===== src/rtl/conway_sequencer.sv =====
// Generation sequencer for the Game of Life cell array.
// Turns one-cycle user commands into board clear/load/step strobes and paces
// free-running generations with a programmable divider and generation limit.
module conway_sequencer #(
    parameter int GEN_W = 16,
    parameter int DIV_W = 24
) (
    input  logic             clk,
    input  logic             rst,
    input  logic             cmd_clear,
    input  logic             cmd_load,
    input  logic             cmd_run,
    input  logic             cmd_pause,
    input  logic             cmd_step,
    input  logic [DIV_W-1:0] period,
    input  logic [GEN_W-1:0] gen_limit,
    output logic             board_clr,
    output logic             board_load,
    output logic             board_step,
    output logic [GEN_W-1:0] gen_count,
    output logic             busy,
    output logic             done
);

    typedef enum logic [1:0] {
        IDLE   = 2'd0,
        PAUSED = 2'd1,
        RUN    = 2'd2,
        DONE   = 2'd3
    } state_t;

    state_t           state, state_n;
    logic [DIV_W-1:0] div, div_n;
    logic [GEN_W-1:0] gen_n;
    logic             clr_n, load_n, step_n;

    logic [DIV_W-1:0] last_div;   // terminal divider value, eff_period-1
    logic             term;       // divider reached terminal count
    logic             over;       // limit already reached without a step
    logic [GEN_W-1:0] gen_inc;    // saturating gen_count+1
    logic             hit;        // a step now would land on the limit

    // Pacing and limit terms shared by the next-state logic
    always_comb begin
        last_div = (period == '0) ? '0 : period - 1'b1;
        term     = (div >= last_div);
        over     = (gen_limit != '0) && (gen_count >= gen_limit);
        gen_inc  = (&gen_count) ? gen_count : gen_count + 1'b1;
        hit      = (gen_limit != '0) && (gen_inc == gen_limit);
    end

    // Next state, divider, counter and strobes; command priority clear > load > pause > run > step
    always_comb begin
        state_n = state;
        div_n   = div;
        gen_n   = gen_count;
        clr_n   = 1'b0;
        load_n  = 1'b0;
        step_n  = 1'b0;
        if (cmd_clear) begin
            state_n = IDLE;
            clr_n   = 1'b1;
            gen_n   = '0;
            div_n   = '0;
        end else if (cmd_load) begin
            state_n = PAUSED;
            load_n  = 1'b1;
            gen_n   = '0;
            div_n   = '0;
        end else begin
            unique case (state)
                PAUSED: begin
                    if (over) begin
                        state_n = DONE;
                    end else if (cmd_pause) begin
                        state_n = PAUSED;
                    end else if (cmd_run) begin
                        state_n = RUN;
                        div_n   = '0;
                    end else if (cmd_step) begin
                        step_n = 1'b1;
                        gen_n  = gen_inc;
                        if (hit) state_n = DONE;
                    end
                end
                RUN: begin
                    if (over) begin
                        state_n = DONE;
                    end else if (cmd_pause) begin
                        // divider is left frozen; the next run restarts it
                        state_n = PAUSED;
                    end else if (term) begin
                        step_n = 1'b1;
                        gen_n  = gen_inc;
                        div_n  = '0;
                        if (hit) state_n = DONE;
                    end else begin
                        div_n = div + 1'b1;
                    end
                end
                default: begin
                    // IDLE and DONE ignore run, pause and step
                end
            endcase
        end
    end

    // Registered state and outputs so every strobe is a clean one-cycle pulse
    always_ff @(posedge clk or negedge rst) begin
        if (!rst) begin
            state      <= IDLE;
            div        <= '0;
            gen_count  <= '0;
            board_clr  <= 1'b0;
            board_load <= 1'b0;
            board_step <= 1'b0;
            busy       <= 1'b0;
            done       <= 1'b0;
        end else begin
            state      <= state_n;
            div        <= div_n;
            gen_count  <= gen_n;
            board_clr  <= clr_n;
            board_load <= load_n;
            board_step <= step_n;
            busy       <= (state_n == RUN);
            done       <= (state_n == DONE);
        end
    end

endmodule

===== config.mk =====
export PLATFORM = sky130hd
export DESIGN_NAME = conway_sequencer
export DESIGN_NICKNAME = d
export VERILOG_FILES = /design/src/rtl/conway_sequencer.sv
export SDC_FILE = /design/constraint.sdc
export NUM_CORES = 1
export LEC_CHECK = 0
export CORE_ASPECT_RATIO = 0.7
export CORE_MARGIN = 2
export CORE_UTILIZATION = 50
export CTS_BUF_LIST = sky130_fd_sc_hd__clkbuf_4 sky130_fd_sc_hd__clkbuf_8 sky130_fd_sc_hd__clkbuf_16
export CTS_CLUSTER_DIAMETER = 200
export DETAILED_ROUTE_END_ITERATION = 10
export GPL_TIMING_DRIVEN = 1
export PLACE_DENSITY_LB_ADDON = 0.2
export SLEW_MARGIN = 30
export SYNTH_ARGS = -nofsm -noshare
export SYNTH_HDL_FRONTEND = slang
export SYNTH_SLANG_ARGS = --single-unit

===== constraint.sdc =====
create_clock -name clk -period 7.4 [get_ports clk]
set_clock_uncertainty 0.15 [all_clocks]
set_input_delay 1.48 -clock clk [delete_from_list [all_inputs] [get_ports clk]]
set_output_delay 1.48 -clock clk [all_outputs]
set_load 0.03 [all_outputs]

==> results of run 1 <==
state kept, by name (all words and copies together), names as in the netlist:
name	cells
state	2
gen_count	16
board_step	1
done	1
board_load	1
busy	1
board_clr	1
div	24
worst max-delay path by stage:
stage,startpoint,end,slack (ps),cells after the start
5_1_grt,period[14],gen_count[11],650,18
6_report,period[14],gen_count[11],850,17
3_5_place_dp,period[14],gen_count[4],570,17
3_3_place_gp,period[14],gen_count[4],870,17
4_1_cts,period[14],gen_count[4],870,17
2_1_floorplan,period[15],gen_count[12],1820,17
where the power goes:
part	internal [W]	leakage [nW]	total (W)	switching (W)
combinational	0.0000631	1.65	0.000157	0.0000944
clock	0.000170	0.0875	0.000274	0.000104
sequential	0.000260	0.651	0.000262	0.00000271
logic make-up (layout without fill, tap and decap cells):
kind of cell	count (synthesis)	count (layout)	synth area share
AND/OR/NAND/NOR	251	251	0.2752
XOR/XNOR	32	32	0.05898
AO/OA/AOI/OAI	164	164	0.2378
adder cells (fa/ha/maj)	46	46	0.1211
buffers and inverters	60	112	0.05950
flip-flops	47	47	0.2475
stage by stage:
step / area, um2 / hold WS [ps] / power [W]
global route: 5629 / 438.0 / 0.0007230
CTS: 5624 / 386.2 / 0.0006933
finish: 5629 / 380.6 / 0.0006941
global placement: 5444 / 352.8 / 0.0004142
detailed placement: 5446 / 371.9 / 0.0004192
floorplan: 4752 / 330.0 / 0.0003525
final cells by class:
| type | count | area share |
|---|---|---|
| multi-input combinational | 493 | 0.5850 |
| tap | 124 | 0.02756 |
| sequential | 47 | 0.2089 |
| clock buffer | 6 | 0.02467 |
| clock inverter | 2 | 0.006890 |
| timing repair buffer | 73 | 0.1263 |
| inverter | 31 | 0.02067 |
synth_stat cells (3+ instances only):
cell type  number  area [um2]
nand4_1        14       87.58
xnor2_1        16       140.1
a21o_1          7       52.55
clkbuf_1       19       71.32
or4_1           8       60.06
o32ai_1        12       105.1
nand2_1        69       259.0
dfrtp_1        47        1176
a21oi_1        42       210.2
ha_1           46       575.6
o211ai_1       12       90.09
o21ai_0        32       160.2
a311oi_1        4       35.03
and2_1          3       18.77
nand3_1        31       155.2
o31ai_1         7       52.55
xor2_1         16       140.1
nor3_1         17       85.08
inv_1          31       116.4
clkbuf_8        4       55.05
a31oi_1         6       37.54
or3_1           6       37.54
nor4_1         13       81.33
and3_1         11       68.82
nor2b_1         3       18.77
or2_2           3       18.77
nor2_1         44       165.2
nand2b_1        8       50.05
a211oi_1        7       52.55
o41ai_1         3       26.28
metal layers:
layer	vias to the layer above	track usage	part of all wire
met5	-	0	0
met2	233	0.3950	0.40
met3	17	0.05120	0.098
met4	0	0.04440	0.0075
li1	2359	-	-
met1	2423	0.4621	0.49
worst register-to-register path: cells and delay by family (launching register included):
kind	cells	cell delay (ps)
and+or+nand+nor	2	120
AOI/OAI and AO/OA	7	2610
buffers and inverters	1	300
DFF	1	540
adders and majority gates	1	390
==> results_dict.tcl, run 1 <==
set metrics [dict create \
    start_util 0.5197 \
    antenna_cells 0 \
    rr_worst_depth 11 \
    fin_cells 776 \
    worstSetupPathType "in2reg" \
    cts.clk_slew.worst_paths_ps 70 \
    grt_max_degree 48 \
    finalCritPeriodShare 0.8850 \
    postRouteAntennaNets 0 \
    overflow 0 \
    r2r_setup_slack_ps 3190 \
    max_freq_mhz 152.7 \
    multi_input_comb_area_um2 3293 \
    ys_types 74 \
    coreArea_um2 9144 \
    tightest_slew_ps 793.0 \
    cp-end-kind "flop" \
    cp_data_required_time_ps 7460 \
    max-cap-violations 0 \
    cts_buffers 5 \
    grt_first_pass_wirelength_um 23290 \
    report.final.slew_viol_count 0 \
    hold_path.class "reg2reg" \
    ys_async_sr_fraction 1.000 \
    synth-seq-cells 47 \
    drive_gt1_frac 0.04908 \
    die-width_um 120.5 \
    cp_slowest_stage_delay_ps 620 \
    critPathArrivalTime_ps 6600 \
    antenna_found_initial 0 \
    final_core_util 0.6156 \
    min_period_ps 6549 \
    cp_slowest_cell "or4_1" \
    fillCellCount 833 \
    htree_levels 2 \
    layout_setup_ws_ps 851.2 \
    seq_area_frac_synth 0.2475 \
    path_delay_family "simple AND/OR/NAND/NOR gates" \
    setup_viol 0 \
    cp_max_fo 24 \
    ctsResizeCount 0 \
    cts_tree "done" \
    netlist_area_um2 4752 \
    hpwl_um 11340 \
    ys_warn_count 0 \
    clock_latency_ps 290 \
    via_per_inst 6.485 \
    worstHoldPathCells 1 \
    seqCellArea_um2 1176 \
    fin_tns_setup_ps 0 \
    final_common_cell "nand2_1" \
    dp_cells 767 \
    cts_sinks 47 \
    slew_headroom 0.4673 \
    crit_top_cell "o211ai_1" \
    leakage_nw 2.391 \
    finalWirelength_um 14680 \
    die-area_um2 10310 \
    drtIter0Drc 511 \
    syn_inst 600 \
    drc_errors 0 \
    cts_hold_buf 0 \
    firstDrtPassIters 5 \
    area_growth_pct 18.46 \
    synth_nets 693 \
    syn_area_per_cell_um2 7.920 \
    num_io_pins 68 \
    layout_common_cells "69 x nand2_1, 66 x clkdlybuf4s50_1, 47 x dfrtp_1" \
    track_usage 0.2851 \
    crit_chain "clkdlybuf4s50_1, or4_1, nor3_1, nand4_1, buf_4, and2_1, ha_1, nand2b_1, a211oi_1, o21ai_0, o211ai_1, a31oi_1, or2_0, o211ai_1, clkbuf_2, or3_1, a21oi_1" \
    hold_viol 0 \
    r2r-start "gen_count[10]" \
    vdd_ir_drop_max_mv 0.08568 \
    outcome "completed" \
    grt_pass1_vias 4551 \
    core.rowCount 29 \
    synthFlopType "dfrtp_1" \
    wire_per_inst_um 18.92 \
    hold-path-endpoint "div[23]" \
    fp.dieH_um 85.57 \
    gp_congestion 1.012 \
    power_density_nw_per_um2 123.3 \
    clock_path_buffers 2 \
    worstReg2RegEnd "gen_count[14]" \
    portBuffers 67 \
    synth_edf_count 0 \
    path_buf_inv 3 \
    vias 5032 \
    critPathLaunchType "input pin" \
    rsz0062_at_grt "false" \
    post-place-ws_ps 572.9 \
    hold_start "div[23]" \
    nets 744 \
    post_cts_buffers 0 \
    cts_root_buf "clkbuf_16" \
]
No activity file was read; power rests on OpenSTA's default activity.
==> run 2: changes to the inputs <==
- clock period: 7.4 -> 6.2 ns (I/O delays scaled with it)
==> results_dict.tcl, run 2 (synthesis gave the netlist of run 1 again) <==
set metrics [dict create \
    r2r_setup_slack_ps 2230 \
    num_io_pins 68 \
    start_util 0.5197 \
    htree_levels 2 \
    cts_root_buf "clkbuf_16" \
    core.rowCount 29 \
    layout_common_cells "69 x nand2_1, 66 x clkdlybuf4s50_1, 47 x dfrtp_1" \
    worstSetupPathType "in2reg" \
    cts_hold_buf 0 \
    setup_viol 0 \
    vdd_ir_drop_max_mv 0.09888 \
    cts_sinks 47 \
    antenna_cells 0 \
    coreArea_um2 9144 \
    finalWirelength_um 14680 \
    drtIter0Drc 466 \
    cp_data_required_time_ps 6250 \
    drc_errors 0 \
    portBuffers 67 \
    rsz0062_at_grt "false" \
    min_period_ps 5776 \
    track_usage 0.2872 \
    fp.dieH_um 85.57 \
    cp-end-kind "flop" \
    cts.clk_slew.worst_paths_ps 70 \
    tightest_slew_ps 722.0 \
    drive_gt1_frac 0.05352 \
    postRouteAntennaNets 0 \
    hold_path.class "reg2reg" \
    crit_end "gen_count[7]" \
    firstDrtPassIters 5 \
    die-area_um2 10310 \
    fillCellCount 835 \
    overflow 0 \
    slew_headroom 0.5154 \
    post_cts_buffers 0 \
    area_growth_pct 19.27 \
    worstReg2RegEnd "busy" \
    power_density_nw_per_um2 151.6 \
    grt_first_pass_wirelength_um 23600 \
    grt_pass1_vias 4572 \
    largest_reg_flops 24 \
    grt_max_degree 48 \
    outcome "completed" \
    top_regs "div: 24 flops, gen_count: 16 flops, state: 2 flops" \
    r2r-start "gen_count[1]" \
    critPathLaunchType "input pin" \
    via_per_inst 6.400 \
    top_register "div" \
    hpwl_um 11250 \
    wire_per_inst_um 18.87 \
    max_freq_mhz 173.1 \
    hold_viol 0 \
    final_common_cell "nand2_1" \
    max-cap-violations 0 \
    gp_congestion 0.9619 \
    critPathArrivalTime_ps 5820 \
    antenna_found_initial 0 \
    clock_path_buffers 2 \
    cts_tree "done" \
    die-width_um 120.5 \
    crit_start "period[6]" \
    cp_max_fo 16 \
    clock_latency_ps 300 \
    ctsResizeCount 0 \
    leakage_nw 2.404 \
    vias 4979 \
    cts_buffers 5 \
    hold_start "div[11]" \
    fin_tns_setup_ps 0 \
    hold_ws_ps 385.9 \
    report.final.slew_viol_count 0 \
    nets 746 \
    rr_worst_depth 10 \
    finalCritPeriodShare 0.9317 \
]
==> run 2: where the power goes <==
part / internal, W / total, W / switching, W
Combinational: 0.0000764 / 0.000188 / 0.000112
Sequential: 0.000310 / 0.000313 / 0.00000321
Clock: 0.000231 / 0.000358 / 0.000126
Total: 0.000618 / 0.000859 / 0.000242
==> run 2: per-stage QoR <==
| step | instance area [um2] | power [W] | std cells | utilization | setup WS, ps |
|---|---|---|---|---|---|
| final | 5668 | 0.0008591 | 778 | 0.6199 | 423.6 |
| after global routing | 5668 | 0.0008901 | 778 | 0.6199 | 40.44 |
| after CTS | 5662 | 0.0008571 | 778 | 0.6192 | 291.1 |
| after detailed placement | 5469 | 0.0005026 | 770 | 0.5981 | 1.473 |
| after global placement | 5466 | 0.0004966 | 770 | 0.5978 | 200.0 |
| after floorplan | 4752 | 0.0004208 | 600 | - | 862.6 |
==> run 2: worst min-delay path by stage <==
stage               cells after the start       to
floorplan                               1  div[23]
global placement                        1  div[23]
detailed placement                      1  div[23]
CTS                                     1  div[11]
global route                            1  div[11]
finish                                  1  div[11]
==> run 2: routing by layer <==
layer | vias up | global-route usage | wire [um]
li1 | 2369 | - | -
met1 | 2391 | 0.4590 | 7297
met2 | 209 | 0.4011 | 6084
met3 | 10 | 0.06383 | 1246
met4 | 0 | 0.03383 | 53
met5 | - | 0 | 0
==> run 2: worst max-delay path, cell delays in order <==
cell and delay, ps:
clkdlybuf4s50_1 470, nor4_2 520, nand2_1 240, or2_2 360
nor4_1 260, xor2_1 190, nand2_1 70, ha_1 290
nand4_1 140, nor3_1 80, or4_1 400, a211oi_1 240
a31oi_1 200, or2_0 320, o211ai_1 110, buf_4 240
nor2_1 130, a311oi_1 310
==> run 2: area by class of cell <==
type,instances,area (um2),share of cell area
sequential,47,1176,0.2075
timing repair buffer,75,728.2,0.1285
clock inverter,3,67.56,0.01192
inverter,31,116.4,0.02053
clock buffer,5,125.1,0.02208
tap,124,155.1,0.02737
multi-input combinational,493,3299,0.5821
